`src/rtl/param_alu_top.sv`:
```
// Push-button ALU: debounced load/execute buttons, 2*WIDTH-bit result, multiplexed hex display.
// Single-cycle ops settle one edge after the press; MUL/DIV take WIDTH extra clocks; presses outside IDLE are dropped.
module param_alu_top #(
    parameter int WIDTH        = 8,
    parameter int DIGITS       = 4,
    parameter int DEBOUNCE_CYC = 250000,
    parameter int REFRESH_DIV  = 50000
) (
    input  logic               Clk,
    input  logic               reset,
    input  logic               pb_a,
    input  logic               pb_b,
    input  logic               pb_op,
    input  logic [WIDTH-1:0]   sw,
    output logic [WIDTH-1:0]   LED,
    output logic [DIGITS-1:0]  AN_SEL,
    output logic [6:0]         seven_seg_out,
    output logic               busy,
    output logic               result_valid,
    output logic [4:0]         flags
);

    localparam int RW  = 2 * WIDTH;
    localparam int DBW = $clog2(DEBOUNCE_CYC + 1);
    localparam int RFW = (REFRESH_DIV > 1) ? $clog2(REFRESH_DIV) : 1;
    localparam int DGW = (DIGITS > 1) ? $clog2(DIGITS) : 1;
    localparam int STW = $clog2(WIDTH);

    localparam logic [DBW-1:0] DB_MAX  = DBW'(DEBOUNCE_CYC);
    localparam logic [RFW-1:0] RF_LAST = RFW'(REFRESH_DIV - 1);
    localparam logic [DGW-1:0] DG_LAST = DGW'(DIGITS - 1);
    localparam logic [STW-1:0] ST_LAST = STW'(WIDTH - 1);

    localparam logic [3:0] OP_ADD = 4'd0, OP_SUB = 4'd1, OP_AND = 4'd2, OP_OR  = 4'd3,
                           OP_XOR = 4'd4, OP_NOT = 4'd5, OP_SHL = 4'd6, OP_SHR = 4'd7,
                           OP_MUL = 4'd8, OP_DIV = 4'd9;

    typedef enum logic [1:0] {IDLE, EXEC, DONE} state_t;

    // Button conditioning: index 0 = pb_a, 1 = pb_b, 2 = pb_op
    logic [2:0]     sync1_q, sync1_d, sync2_q, sync2_d, lvl_q, lvl_d, prev_q, prev_d, press;
    logic [DBW-1:0] dbc_q [3];
    logic [DBW-1:0] dbc_d [3];

    state_t           state_q, state_d;
    logic [WIDTH-1:0] a_q, a_d, b_q, b_d, led_q, led_d, work_c_q, work_c_d;
    logic [RW-1:0]    result_q, result_d, work_a_q, work_a_d, work_b_q, work_b_d;
    logic [4:0]       flags_q, flags_d;
    logic [3:0]       op_q, op_d;
    logic [STW-1:0]   step_q, step_d;
    logic [RFW-1:0]   rf_cnt_q, rf_cnt_d;
    logic [DGW-1:0]   digit_q, digit_d;

    always_comb begin
        sync1_d = {pb_op, pb_b, pb_a};
        sync2_d = sync1_q;
        prev_d  = lvl_q;
        lvl_d   = '0;
        for (int i = 0; i < 3; i++) begin
            dbc_d[i] = '0;
            if (sync2_q[i]) begin
                dbc_d[i] = (dbc_q[i] == DB_MAX) ? DB_MAX : dbc_q[i] + 1'b1;
                lvl_d[i] = (dbc_d[i] == DB_MAX);
            end
        end
        press = lvl_q & ~prev_q;
    end

    logic [WIDTH:0] add_sum, sub_diff;
    logic [RW-1:0]  alu_res;
    logic [4:0]     alu_flags;

    always_comb begin
        add_sum   = {1'b0, a_q} + {1'b0, b_q};
        sub_diff  = {1'b0, a_q} - {1'b0, b_q};
        alu_res   = '0;
        alu_flags = '0;
        case (sw[3:0])
            OP_ADD: begin
                alu_res      = {{WIDTH{1'b0}}, add_sum[WIDTH-1:0]};
                alu_flags[1] = add_sum[WIDTH];
                alu_flags[2] = (a_q[WIDTH-1] == b_q[WIDTH-1]) && (add_sum[WIDTH-1] != a_q[WIDTH-1]);
            end
            OP_SUB: begin
                alu_res      = {{WIDTH{1'b0}}, sub_diff[WIDTH-1:0]};
                alu_flags[1] = sub_diff[WIDTH];
                alu_flags[2] = (a_q[WIDTH-1] != b_q[WIDTH-1]) && (sub_diff[WIDTH-1] != a_q[WIDTH-1]);
            end
            OP_AND:  alu_res = {{WIDTH{1'b0}}, a_q & b_q};
            OP_OR:   alu_res = {{WIDTH{1'b0}}, a_q | b_q};
            OP_XOR:  alu_res = {{WIDTH{1'b0}}, a_q ^ b_q};
            OP_NOT:  alu_res = {{WIDTH{1'b0}}, ~a_q};
            OP_SHL:  alu_res = {{WIDTH{1'b0}}, a_q << 1};
            OP_SHR:  alu_res = {{WIDTH{1'b0}}, a_q >> 1};
            default: alu_flags[4] = 1'b1;
        endcase
        alu_flags[0] = (alu_res == '0);
    end

    // One iteration of shift-add multiply and restoring divide on the work registers
    logic [RW-1:0]    mul_acc_n, fin;
    logic [WIDTH:0]   div_shift, div_trial;
    logic [WIDTH-1:0] div_rem_n, div_quo_n;

    always_comb begin
        mul_acc_n = work_c_q[0] ? work_a_q + work_b_q : work_a_q;
        div_shift = {work_a_q[WIDTH-1:0], work_c_q[WIDTH-1]};
        div_trial = div_shift - {1'b0, b_q};
        if (!div_trial[WIDTH]) begin
            div_rem_n = div_trial[WIDTH-1:0];
            div_quo_n = {work_c_q[WIDTH-2:0], 1'b1};
        end else begin
            div_rem_n = div_shift[WIDTH-1:0];
            div_quo_n = {work_c_q[WIDTH-2:0], 1'b0};
        end
    end

    always_comb begin
        state_d  = state_q;
        a_d      = a_q;
        b_d      = b_q;
        led_d    = led_q;
        result_d = result_q;
        flags_d  = flags_q;
        op_d     = op_q;
        work_a_d = work_a_q;
        work_b_d = work_b_q;
        work_c_d = work_c_q;
        step_d   = step_q;
        fin      = '0;
        case (state_q)
            IDLE: begin
                if (press[0]) begin
                    a_d   = sw;
                    led_d = sw;
                end else if (press[1]) begin
                    b_d   = sw;
                    led_d = sw;
                end else if (press[2]) begin
                    op_d = sw[3:0];
                    if (sw[3:0] == OP_MUL) begin
                        work_a_d = '0;
                        work_b_d = {{WIDTH{1'b0}}, a_q};
                        work_c_d = b_q;
                        step_d   = '0;
                        state_d  = EXEC;
                    end else if (sw[3:0] == OP_DIV && b_q != '0) begin
                        work_a_d = '0;
                        work_c_d = a_q;
                        step_d   = '0;
                        state_d  = EXEC;
                    end else if (sw[3:0] == OP_DIV) begin
                        result_d = {a_q, {WIDTH{1'b1}}};
                        flags_d  = 5'b01000;
                        led_d    = '1;
                        state_d  = DONE;
                    end else begin
                        result_d = alu_res;
                        flags_d  = alu_flags;
                        led_d    = alu_res[WIDTH-1:0];
                        state_d  = DONE;
                    end
                end
            end
            EXEC: begin
                step_d = step_q + 1'b1;
                if (op_q == OP_MUL) begin
                    work_a_d = mul_acc_n;
                    work_b_d = work_b_q << 1;
                    work_c_d = work_c_q >> 1;
                    fin      = mul_acc_n;
                end else begin
                    work_a_d = {{WIDTH{1'b0}}, div_rem_n};
                    work_c_d = div_quo_n;
                    fin      = {div_rem_n, div_quo_n};
                end
                if (step_q == ST_LAST) begin
                    result_d = fin;
                    flags_d  = {4'b0000, fin == '0};
                    led_d    = fin[WIDTH-1:0];
                    state_d  = DONE;
                end
            end
            DONE:    state_d = IDLE;
            default: state_d = IDLE;
        endcase
    end

    logic [4*DIGITS-1:0] disp;
    logic [3:0]          nibble;

    always_comb begin
        rf_cnt_d = rf_cnt_q + 1'b1;
        digit_d  = digit_q;
        if (rf_cnt_q == RF_LAST) begin
            rf_cnt_d = '0;
            digit_d  = (digit_q == DG_LAST) ? '0 : digit_q + 1'b1;
        end
        disp = '0;
        for (int i = 0; i < 4 * DIGITS; i++) begin
            if (i < RW) disp[i] = result_q[i];
        end
        nibble = '0;
        AN_SEL = '1;
        for (int i = 0; i < DIGITS; i++) begin
            if (digit_q == DGW'(i)) begin
                nibble    = disp[i*4 +: 4];
                AN_SEL[i] = 1'b0;
            end
        end
        case (nibble)
            4'h0: seven_seg_out = 7'b1000000;
            4'h1: seven_seg_out = 7'b1111001;
            4'h2: seven_seg_out = 7'b0100100;
            4'h3: seven_seg_out = 7'b0110000;
            4'h4: seven_seg_out = 7'b0011001;
            4'h5: seven_seg_out = 7'b0010010;
            4'h6: seven_seg_out = 7'b0000010;
            4'h7: seven_seg_out = 7'b1111000;
            4'h8: seven_seg_out = 7'b0000000;
            4'h9: seven_seg_out = 7'b0010000;
            4'hA: seven_seg_out = 7'b0001000;
            4'hB: seven_seg_out = 7'b0000011;
            4'hC: seven_seg_out = 7'b1000110;
            4'hD: seven_seg_out = 7'b0100001;
            4'hE: seven_seg_out = 7'b0000110;
            default: seven_seg_out = 7'b0001110;
        endcase
    end

    always_ff @(posedge Clk) begin
        if (reset) begin
            sync1_q  <= '0;
            sync2_q  <= '0;
            lvl_q    <= '0;
            prev_q   <= '0;
            for (int i = 0; i < 3; i++) dbc_q[i] <= '0;
            state_q  <= IDLE;
            a_q      <= '0;
            b_q      <= '0;
            led_q    <= '0;
            result_q <= '0;
            flags_q  <= '0;
            op_q     <= '0;
            work_a_q <= '0;
            work_b_q <= '0;
            work_c_q <= '0;
            step_q   <= '0;
            rf_cnt_q <= '0;
            digit_q  <= '0;
        end else begin
            sync1_q  <= sync1_d;
            sync2_q  <= sync2_d;
            lvl_q    <= lvl_d;
            prev_q   <= prev_d;
            for (int i = 0; i < 3; i++) dbc_q[i] <= dbc_d[i];
            state_q  <= state_d;
            a_q      <= a_d;
            b_q      <= b_d;
            led_q    <= led_d;
            result_q <= result_d;
            flags_q  <= flags_d;
            op_q     <= op_d;
            work_a_q <= work_a_d;
            work_b_q <= work_b_d;
            work_c_q <= work_c_d;
            step_q   <= step_d;
            rf_cnt_q <= rf_cnt_d;
            digit_q  <= digit_d;
        end
    end

    assign LED          = led_q;
    assign flags        = flags_q;
    assign busy         = (state_q == EXEC);
    assign result_valid = (state_q == DONE);

endmodule

```
`config.mk`:
```
export PLATFORM = sky130hd
export DESIGN_NAME = param_alu_top
export DESIGN_NICKNAME = d
export VERILOG_FILES = /design/src/rtl/param_alu_top.sv
export SDC_FILE = /design/constraint.sdc
export NUM_CORES = 1
export LEC_CHECK = 0
export CORE_ASPECT_RATIO = 2
export CORE_UTILIZATION = 60
export DETAILED_ROUTE_END_ITERATION = 16
export GPL_TIMING_DRIVEN = 1
export HOLD_SLACK_MARGIN = 0.03
export PLACE_DENSITY = 0.78
export SLEW_MARGIN = 10
export SYNTH_ARGS = -nofsm -noshare
export SYNTH_HDL_FRONTEND = slang
export SYNTH_SLANG_ARGS = --single-unit
```
`constraint.sdc`:
```
create_clock -name Clk -period 3.1 [get_ports Clk]
set_input_delay 0.62 -clock Clk [delete_from_list [all_inputs] [get_ports Clk]]
set_output_delay 0.62 -clock Clk [all_outputs]
set_load 0.05 [all_outputs]
```
==> results.md, run 1 <==
* Final WL at 41,380 um
* Sw frac at 24.42%
* Routed len/inst at 21.77 um
* Global-route wire length before repair at 62,000 um
* Setup WS post-layout at -0.3363 ns
* Fin nets at 1,717
* Drc violations at 0
* GPL Wtd Cong at 1.047
* CP cell instances: inv_2 > ha_2 > inv_1 > fa_2 > a211o_1 > o211ai_1 > a2bb2oi_2 > xnor2_4 > buf_6 > mux2i_2 > nand3_1 > a311oi_1
* Reg2reg end: disp[9]$_SDFFE_PP0P_
* Via-to-Cell Ratio at 6.416
* Internal reg-to-reg setup slack at -0.34 ns
* Critical Path AT at 3.79 ns
* Global route overflow at 0
* Final setup fails at 9
* Clock Path Buffers at 2
* Clk root buf: clkbuf_16
* Final hold vios at 0
* Htree depth at 4
* Hold depth at 1
* Core area at around 19,000 um2
* Worst Hold End: sync2_q[0]$_SDFF_PP0_
* Die Width at 100.5 um
* P&R area growth vs syn at 21.95%
* Setup crit start kind: flop
* Number of core rows at 71
* Flop pwr share at about 50%
* PD cells at 323.4 nW/um2
* Final Slew Violations at 0
* IO buf count at 38
* Synth Warn # at 0
* Avg Inst Size Synth at around 7.7 um2
* CTS tree: built
* Post-synth ARST share at 0%
* F_max at approximately 290 MHz
* Hold Startpoint: sync1_q[0]$_SDFF_PP0_
* Count of cell types in the netlist at 87
* Unrepaired setup endpoints after global routing: yes
* Net Sw Power at 1.122 mW
* Clock Pin Slew Worst Setup and Hold Paths at 0.07 ns
* EDFF count, synth at 0
* Fin crit share at 110.8%
* Antenna diode count at 0
* Combinational power share at 4.0%
* HP Class: flop to flop
* Slew Limit Headroom at 27.98%
* R2R cell count at 12
* Most frequent cell after synthesis: nor2_1
* Cell Int Power at 3.472 mW
* Post-synth top cells: 222 x nor2_1, 178 x dfxtp_1, 134 x nand2_1, 119 x a21oi_1, 79 x nand3_1
* Critical path data required time at 3.45 ns
* Max Clock Skew at 0.01476 ns
* Largest stage delay on the critical path at ~0.45 ns
* CP Capture Type: flop
* Top FF cell, synth: dfxtp_1
* Sequential-to-total area share from yosys stat at 30.59%
* Vias in the first global route at ~12,000
* IO Pins at 39
* CP max FO at 5
* Power Total at 4.594 mW
* Synth Cell Area at about 12,000 um2
* Clock power share at 46.0%
* Iteration count of the initial detailed-routing pass at 6
* Class of the most critical setup path: flop to flop
* Reg2Reg Launch Point: work_c_q[7]$_SDFFE_PP0P_
* Syn Inst Count at between 1,500 and 2,000
* Clock sink count at around 180
* Net Count, Synth at around 1,600
* Outcome: finished with violations
* Max Cap Viol at 0
* Die area at 20,010 um2
* Post-Layout Cell Count at 1,901
* Violations in the final reports: setup timing
* CTS Hold Bufs at 0
* Static leakage at around 5.4 nW
* Largest net degree at the start of global routing at 62
* Inst Count DP at between 1,500 and 2,000
* Worst vdd ir at about 0.46 mV
* Num CTS Buffers at 17
* Min cycle time layout at 3.436 ns
* Worst slew pin tran at approximately 1.1 ns
* Routed vias at 12,196
* Overall Global Routing Usage at 41.87%
* Synth top area share at a little under a third
* Ranking of synthesized cells by area: dfxtp_1 31%, nor2_1 7.2%, ha_1 7.1%
* Post-synth top area cell: dfxtp_1
* Fraction of layout instances using a drive strength above 1 at between 15 and 20%
* Post-DP HPWL at 29,230 um
* Initial antenna violation count at 0
* Antenna viol nets, final at 0
* Post-synthesis register bit count at 178
* Slowest library cell on the worst path: mux2i_2
* Clk_lat worst skew at 0.47 ns
* Initial DRC count at 942
* Die Span Y at roughly 200 um
* Starting density of the core at 61.56%
[layout make-up]
| class | instances | area (um2) |
|---|---|---|
| multi-input cells | 1183 | 7855 |
| fillers | 1509 | 4716 |
| flip-flops and latches | 178 | 3572 |
| repair buffers | 190 | 1658 |
| clock buffers | 17 | 425.4 |
| well taps | 255 | 319.1 |
| inverters | 64 | 245.2 |
| clock inverters | 14 | 131.4 |
[power groups by stage]
stage | logic, mW | clock network, mW | registers, mW
after floorplan | 0.0953 | 0 | 2.35
after global placement | 0.175 | 0 | 2.35
after detailed placement | 0.175 | 0 | 2.35
after CTS | 0.176 | 2.13 | 2.30
after global routing | 0.191 | 2.23 | 2.30
final | 0.182 | 2.11 | 2.30
[sequential cells by signal, indices dropped and copies added, names as in the netlist, 5 cells and up]
| signal | count |
|---|---|
| work_c_q | 8 |
| dbc_q | 54 |
| LED | 8 |
| a_q | 8 |
| b_q | 8 |
| work_a_q | 16 |
| disp | 16 |
| work_b_q | 16 |
| rf_cnt_q | 16 |
| flags | 5 |
[metal layers]
layer	up-vias	wire [um]	global-route usage (%)	part of all wire [%]
li1	5649	-	-	-
met2	565	20920	73.64	51
met1	5704	12870	35.87	31
met3	278	2938	12.24	7.1
met5	-	0	0	0
met4	0	4659	43.21	11
[per-stage QoR]
stage	hold WS, ns	TNS [ns]	utilization [%]	setup WS [ns]	area (um2)
floorplan	0.4132	0	-	0.02330	11700
finish	0.4359	-1.746	75.08	-0.3363	14210
detailed placement	0.4212	-0.1961	69.70	-0.04923	13190
global placement	0.4160	-0.07779	69.70	-0.04276	13190
global route	0.4590	-2.465	75.08	-0.4748	14210
CTS	0.4379	-0.009506	73.71	-0.009506	13950
[placed cells by master (no fill, tap or decap), types with 7 or more instances in the layout]
| cell type | Yosys | final |
|---|---|---|
| and4_1 | 9 | 9 |
| o21ai_1 | 1 | 7 |
| ha_4 | 0 | 8 |
| nor3_1 | 39 | 38 |
| ha_1 | 66 | 54 |
| xor2_1 | 49 | 49 |
| mux2i_1 | 26 | 21 |
| o21a_1 | 7 | 7 |
| dfxtp_1 | 178 | 175 |
| a31oi_1 | 10 | 10 |
| and3_1 | 22 | 22 |
| clkdlybuf4s50_1 | 0 | 29 |
| buf_6 | 1 | 9 |
| a311oi_1 | 22 | 22 |
| nand3_1 | 79 | 78 |
| a21o_1 | 11 | 11 |
| nand4_1 | 18 | 18 |
| nand2_1 | 134 | 134 |
| inv_1 | 59 | 51 |
| o21ai_0 | 59 | 52 |
| nor2b_1 | 25 | 23 |
| mux2_2 | 8 | 8 |
| a22oi_1 | 13 | 13 |
| nand2b_1 | 16 | 16 |
| a21oi_1 | 119 | 109 |
| or3_1 | 13 | 13 |
| o21bai_1 | 9 | 7 |
| nor3b_1 | 7 | 7 |
| nor2_1 | 222 | 220 |
| buf_12 | 0 | 10 |
| clkbuf_16 | 0 | 17 |
| a21oi_2 | 1 | 10 |
| buf_4 | 1 | 142 |
| xnor2_1 | 27 | 27 |
| a22o_1 | 7 | 7 |
| a211oi_1 | 36 | 32 |
| inv_2 | 1 | 7 |
[repair_timing]
| action | in CTS | in global routing |
|---|---|---|
| hold endpoints to repair | 0 | 0 |
| cloned | 0 | 0 |
| pin swaps | 8 | 18 |
| resized for setup | 39 | 51 |
| setup endpoints to repair | 10 | 23 |
| buffers inserted | 6 | 7 |
[worst max-delay path, delay by kind of cell (launching register included)]
family	cells	cell delay, ns
AO/OA/AOI/OAI	4	0.99
adder cells (fa/ha/maj)	2	0.56
multiplexers	1	0.45
AND/OR/NAND/NOR	1	0.35
flip-flops	1	0.33
XOR/XNOR	1	0.32
buffers and inverters	3	0.30
[cells by family (layout without fill, tap and decap cells)]
group / Yosys count / after routing / share of synthesized area (%)
muxes: 36 / 36 / 3.394
xor gates and xnor gates: 77 / 77 / 5.854
and+or+nand+nor: 635 / 635 / 26.41
buffers and inverters: 156 / 285 / 5.220
AOI/OAI and AO/OA: 365 / 365 / 20.75
adders and majority gates: 70 / 70 / 7.777
DFF: 178 / 178 / 30.59
[worst max path at each step]
stage	startpoint	endpoint	slack, ns	cells after the start
6_report	work_c_q[7]$_SDFFE_PP0P_	disp[9]$_SDFFE_PP0P_	-0.34	12
3_5_place_dp	sw[0]	LED[0]$_SDFFE_PP0P_	-0.05	10
3_3_place_gp	a_q[4]$_SDFFE_PP0P_	disp[7]$_SDFFE_PP0P_	-0.04	12
5_1_grt	b_q[0]$_SDFFE_PP0P_	disp[9]$_SDFFE_PP0P_	-0.47	11
2_1_floorplan	digit_q[0]$_SDFFE_PP0P_	seven_seg_out[0]	0.02	11
4_1_cts	digit_q[1]$_SDFFE_PP0P_	seven_seg_out[3]	-0.01	13
Power figures use the tool's default switching activity.
==> run 2: changes to the inputs <==
--- a/config.mk
+++ b/config.mk
@@ -8,7 +8,6 @@
 export CORE_ASPECT_RATIO = 2
 export CORE_UTILIZATION = 60
 export DETAILED_ROUTE_END_ITERATION = 16
-export GPL_TIMING_DRIVEN = 1
 export HOLD_SLACK_MARGIN = 0.03
 export PLACE_DENSITY = 0.78
 export SLEW_MARGIN = 10
==> results of run 2 <==
The final DEF is identical to that of run 1; final timing and power are the same.
==> run 3: changes to the inputs <==
--- a/config.mk
+++ b/config.mk
@@ -9,7 +9,7 @@
 export CORE_UTILIZATION = 60
 export DETAILED_ROUTE_END_ITERATION = 16
 export HOLD_SLACK_MARGIN = 0.03
-export PLACE_DENSITY = 0.78
+export PLACE_DENSITY = 0.88
 export SLEW_MARGIN = 10
 export SYNTH_ARGS = -nofsm -noshare
 export SYNTH_HDL_FRONTEND = slang
==> run 3 against run 2 <==
The flow still finishes with violations (setup timing). Clock skew down 0.0075 ns. Fmax up 4.9%. Via count down 0.81%. Cell area down 1.4%. Highest routed layer is now met5.
==> results.md, run 3 (same netlist as run 1, synthesis figures left out) <==
* Final WL at 39,560 um
* Core area at 18,920 um2
* Setup WS post-layout at -0.1769 ns
* Final Slew Violations at 0
* Global-route wire length before repair at 61,420 um
* Clock power share at between 40% and 50%
* Num CTS Buffers at 17
* Slew Limit Headroom at 40.20%
* Initial antenna violation count at 1
* Die Width at between 100 and 150 um
* Clk root buf: clkbuf_16
* Starting density of the core at 61.56%
* Die area at roughly 20,000 um2
* Fin nets at 1,690
* Max Cap Viol at 0
* Antenna viol nets, final at 0
* Inst Count DP at 1,832
* Clock Path Buffers at 2
* Flop pwr share at 49.0%
* Worst vdd ir at roughly 0.62 mV
* P&R area growth vs syn at 20.24%
* Htree depth at 4
* CTS tree: built
* Initial DRC count at 835
* Max Clock Skew at ~0.0073 ns
* Power Total at between 4 and 5 mW
* Routed vias at 12,097
* Number of core rows at 71
* Most flops, register: dbc_q
* GPL Wtd Cong at 1.052
* Most frequent cells in the layout: 221 x nor2_1, 174 x dfxtp_1, 134 x nand2_1
* HP Class: flop to flop
* Vias in the first global route at about 12,000
* Internal reg-to-reg setup slack at 0.07 ns
* Setup TNS at -0.8353 ns
* Worst slew pin tran at 0.8951 ns
* Final setup fails at 7
* Max reg flops at 54
* Drc violations at 0
* Cell Int Power at 3.555 mW
* Static leakage at 5.310 nW
* Critical Path AT at about 2.7 ns
* Net Sw Power at 1.137 mW
* Post-Layout Cell Count at 1,876
* Class of the most critical setup path: flop to primary output
* Violations in the final reports: setup timing
* Combinational power share at 3.8%
* Crit path capture: seven_seg_out[3]
* IO Pins at 39
* Clock Pin Slew Worst Setup and Hold Paths at 0.07 ns
* Via-to-Cell Ratio at 6.448
* CP max FO at 8
* Setup WS pre-CTS at -0.06016 ns
* Outcome: finished with violations
* Reg2Reg Launch Point: b_q[0]$_SDFFE_PP0P_
* Clk_lat worst skew at 0.47 ns
* CP startpoint: digit_q[1]$_SDFFE_PP0P_
* Critical path data required time at between 2 and 2.5 ns
* Unrepaired setup endpoints after global routing: yes
* Fin crit share at 105.7%
* Most common cell after layout, fill and taps aside: nor2_1
* Die Span Y at 199.1 um
* Sw frac at 24.22%
* Fraction of layout instances using a drive strength above 1 at 15.93%
* IO buf count at 38
* Post-DP HPWL at 27,600 um
* Iteration count of the initial detailed-routing pass at 6
* Overall Global Routing Usage at about two fifths
* Global route overflow at 0
* Largest net degree at the start of global routing at just over 60
* PD cells at around 330 nW/um2
* CP Capture Type: primary output
* Min cycle time layout at 3.277 ns
* Final hold vios at 0
* R2R cell count at 10
* Routed len/inst at 21.09 um
* Setup crit start kind: flop
* F_max at approximately 310 MHz
* Clock sink count at 178
* Reg2reg end: LED[6]$_SDFFE_PP0P_
-- run 3: cell types whose count changed in the layout (fill, tap and decap cells not counted), sizes merged --
cell / before / now
clkinv: 8 / 12
inv: 65 / 64
diode: 0 / 1
bufinv: 1 / 2
buf: 161 / 134
clkinvlp: 4 / 1
-- run 3: final cells by class --
cell class,instances,area (um2)
antenna,1,2.502
inverter,64,245.2
sequential,178,3571
tap,255,319.1
clock buffer,17,425.4
multi-input combinational,1183,7824
fill,1398,4916
timing repair buffer,163,1461
clock inverter,15,157.7
-- run 3: metal layers --
metal	routed length (um)	vias to the layer above	part of all wire, %	global-route usage, %
met3	2680	267	6.8	12.73
li1	-	5592	-	-
met2	20160	587	51	71.56
met4	3886	2	9.8	36.45
met1	12820	5649	32	36.57
met5	13	-	0.033	0
-- run 3: timing repair --
action | CTS | global route
setup buffers | 1 | 10
gates cloned | 0 | 0
pin swaps | 5 | 10
hold buffers | 0 | 0
setup endpoints to repair | 9 | 25
gates resized for setup | 35 | 42
-- run 3: through the flow --
stage,instance area (um2),hold WS [ns],util [%]
3_5_place_dp,13030,0.4342,68.84
4_1_cts,13750,0.4498,72.66
3_3_place_gp,13030,0.4213,68.84
2_1_floorplan,11700,0.4132,-
5_1_grt,14000,0.4599,74.01
6_report,14010,0.4497,74.02
-- run 3: critical path: stages, from the launching register on --
cell and delay (ns):
dfxtp_2 0.34, inv_4 0.08, ha_4 0.19, nand3b_1 0.11, a21oi_1 0.07, a21oi_1 0.14, nor2_1 0.10, a21oi_2 0.24
inv_2 0.10, ha_2 0.21, inv_4 0.09, nor2_1 0.06, a211oi_2 0.23, a21oi_4 0.06, buf_6 0.16
-- run 3: worst min-delay path by stage --
stage                                      start                      to  cells after the start
after floorplan           rf_cnt_q[0]$_SDFF_PP0_  rf_cnt_q[0]$_SDFF_PP0_                      1
after global placement     sync1_q[1]$_SDFF_PP0_   sync2_q[1]$_SDFF_PP0_                      1
after detailed placement   sync1_q[1]$_SDFF_PP0_   sync2_q[1]$_SDFF_PP0_                      1
after CTS                  sync1_q[1]$_SDFF_PP0_   sync2_q[1]$_SDFF_PP0_                      1
after global routing      rf_cnt_q[0]$_SDFF_PP0_  rf_cnt_q[0]$_SDFF_PP0_                      1
final                      sync1_q[1]$_SDFF_PP0_   sync2_q[1]$_SDFF_PP0_                      1
-- run 3: power by group through the flow --
| stage | clock, mW | sequential, mW | combinational [mW] |
|---|---|---|---|
| floorplan | 0 | 2.35 | 0.0953 |
| global placement | 0 | 2.35 | 0.172 |
| detailed placement | 0 | 2.35 | 0.174 |
| CTS | 2.22 | 2.30 | 0.175 |
| global route | 2.31 | 2.30 | 0.189 |
| finish | 2.21 | 2.30 | 0.180 |
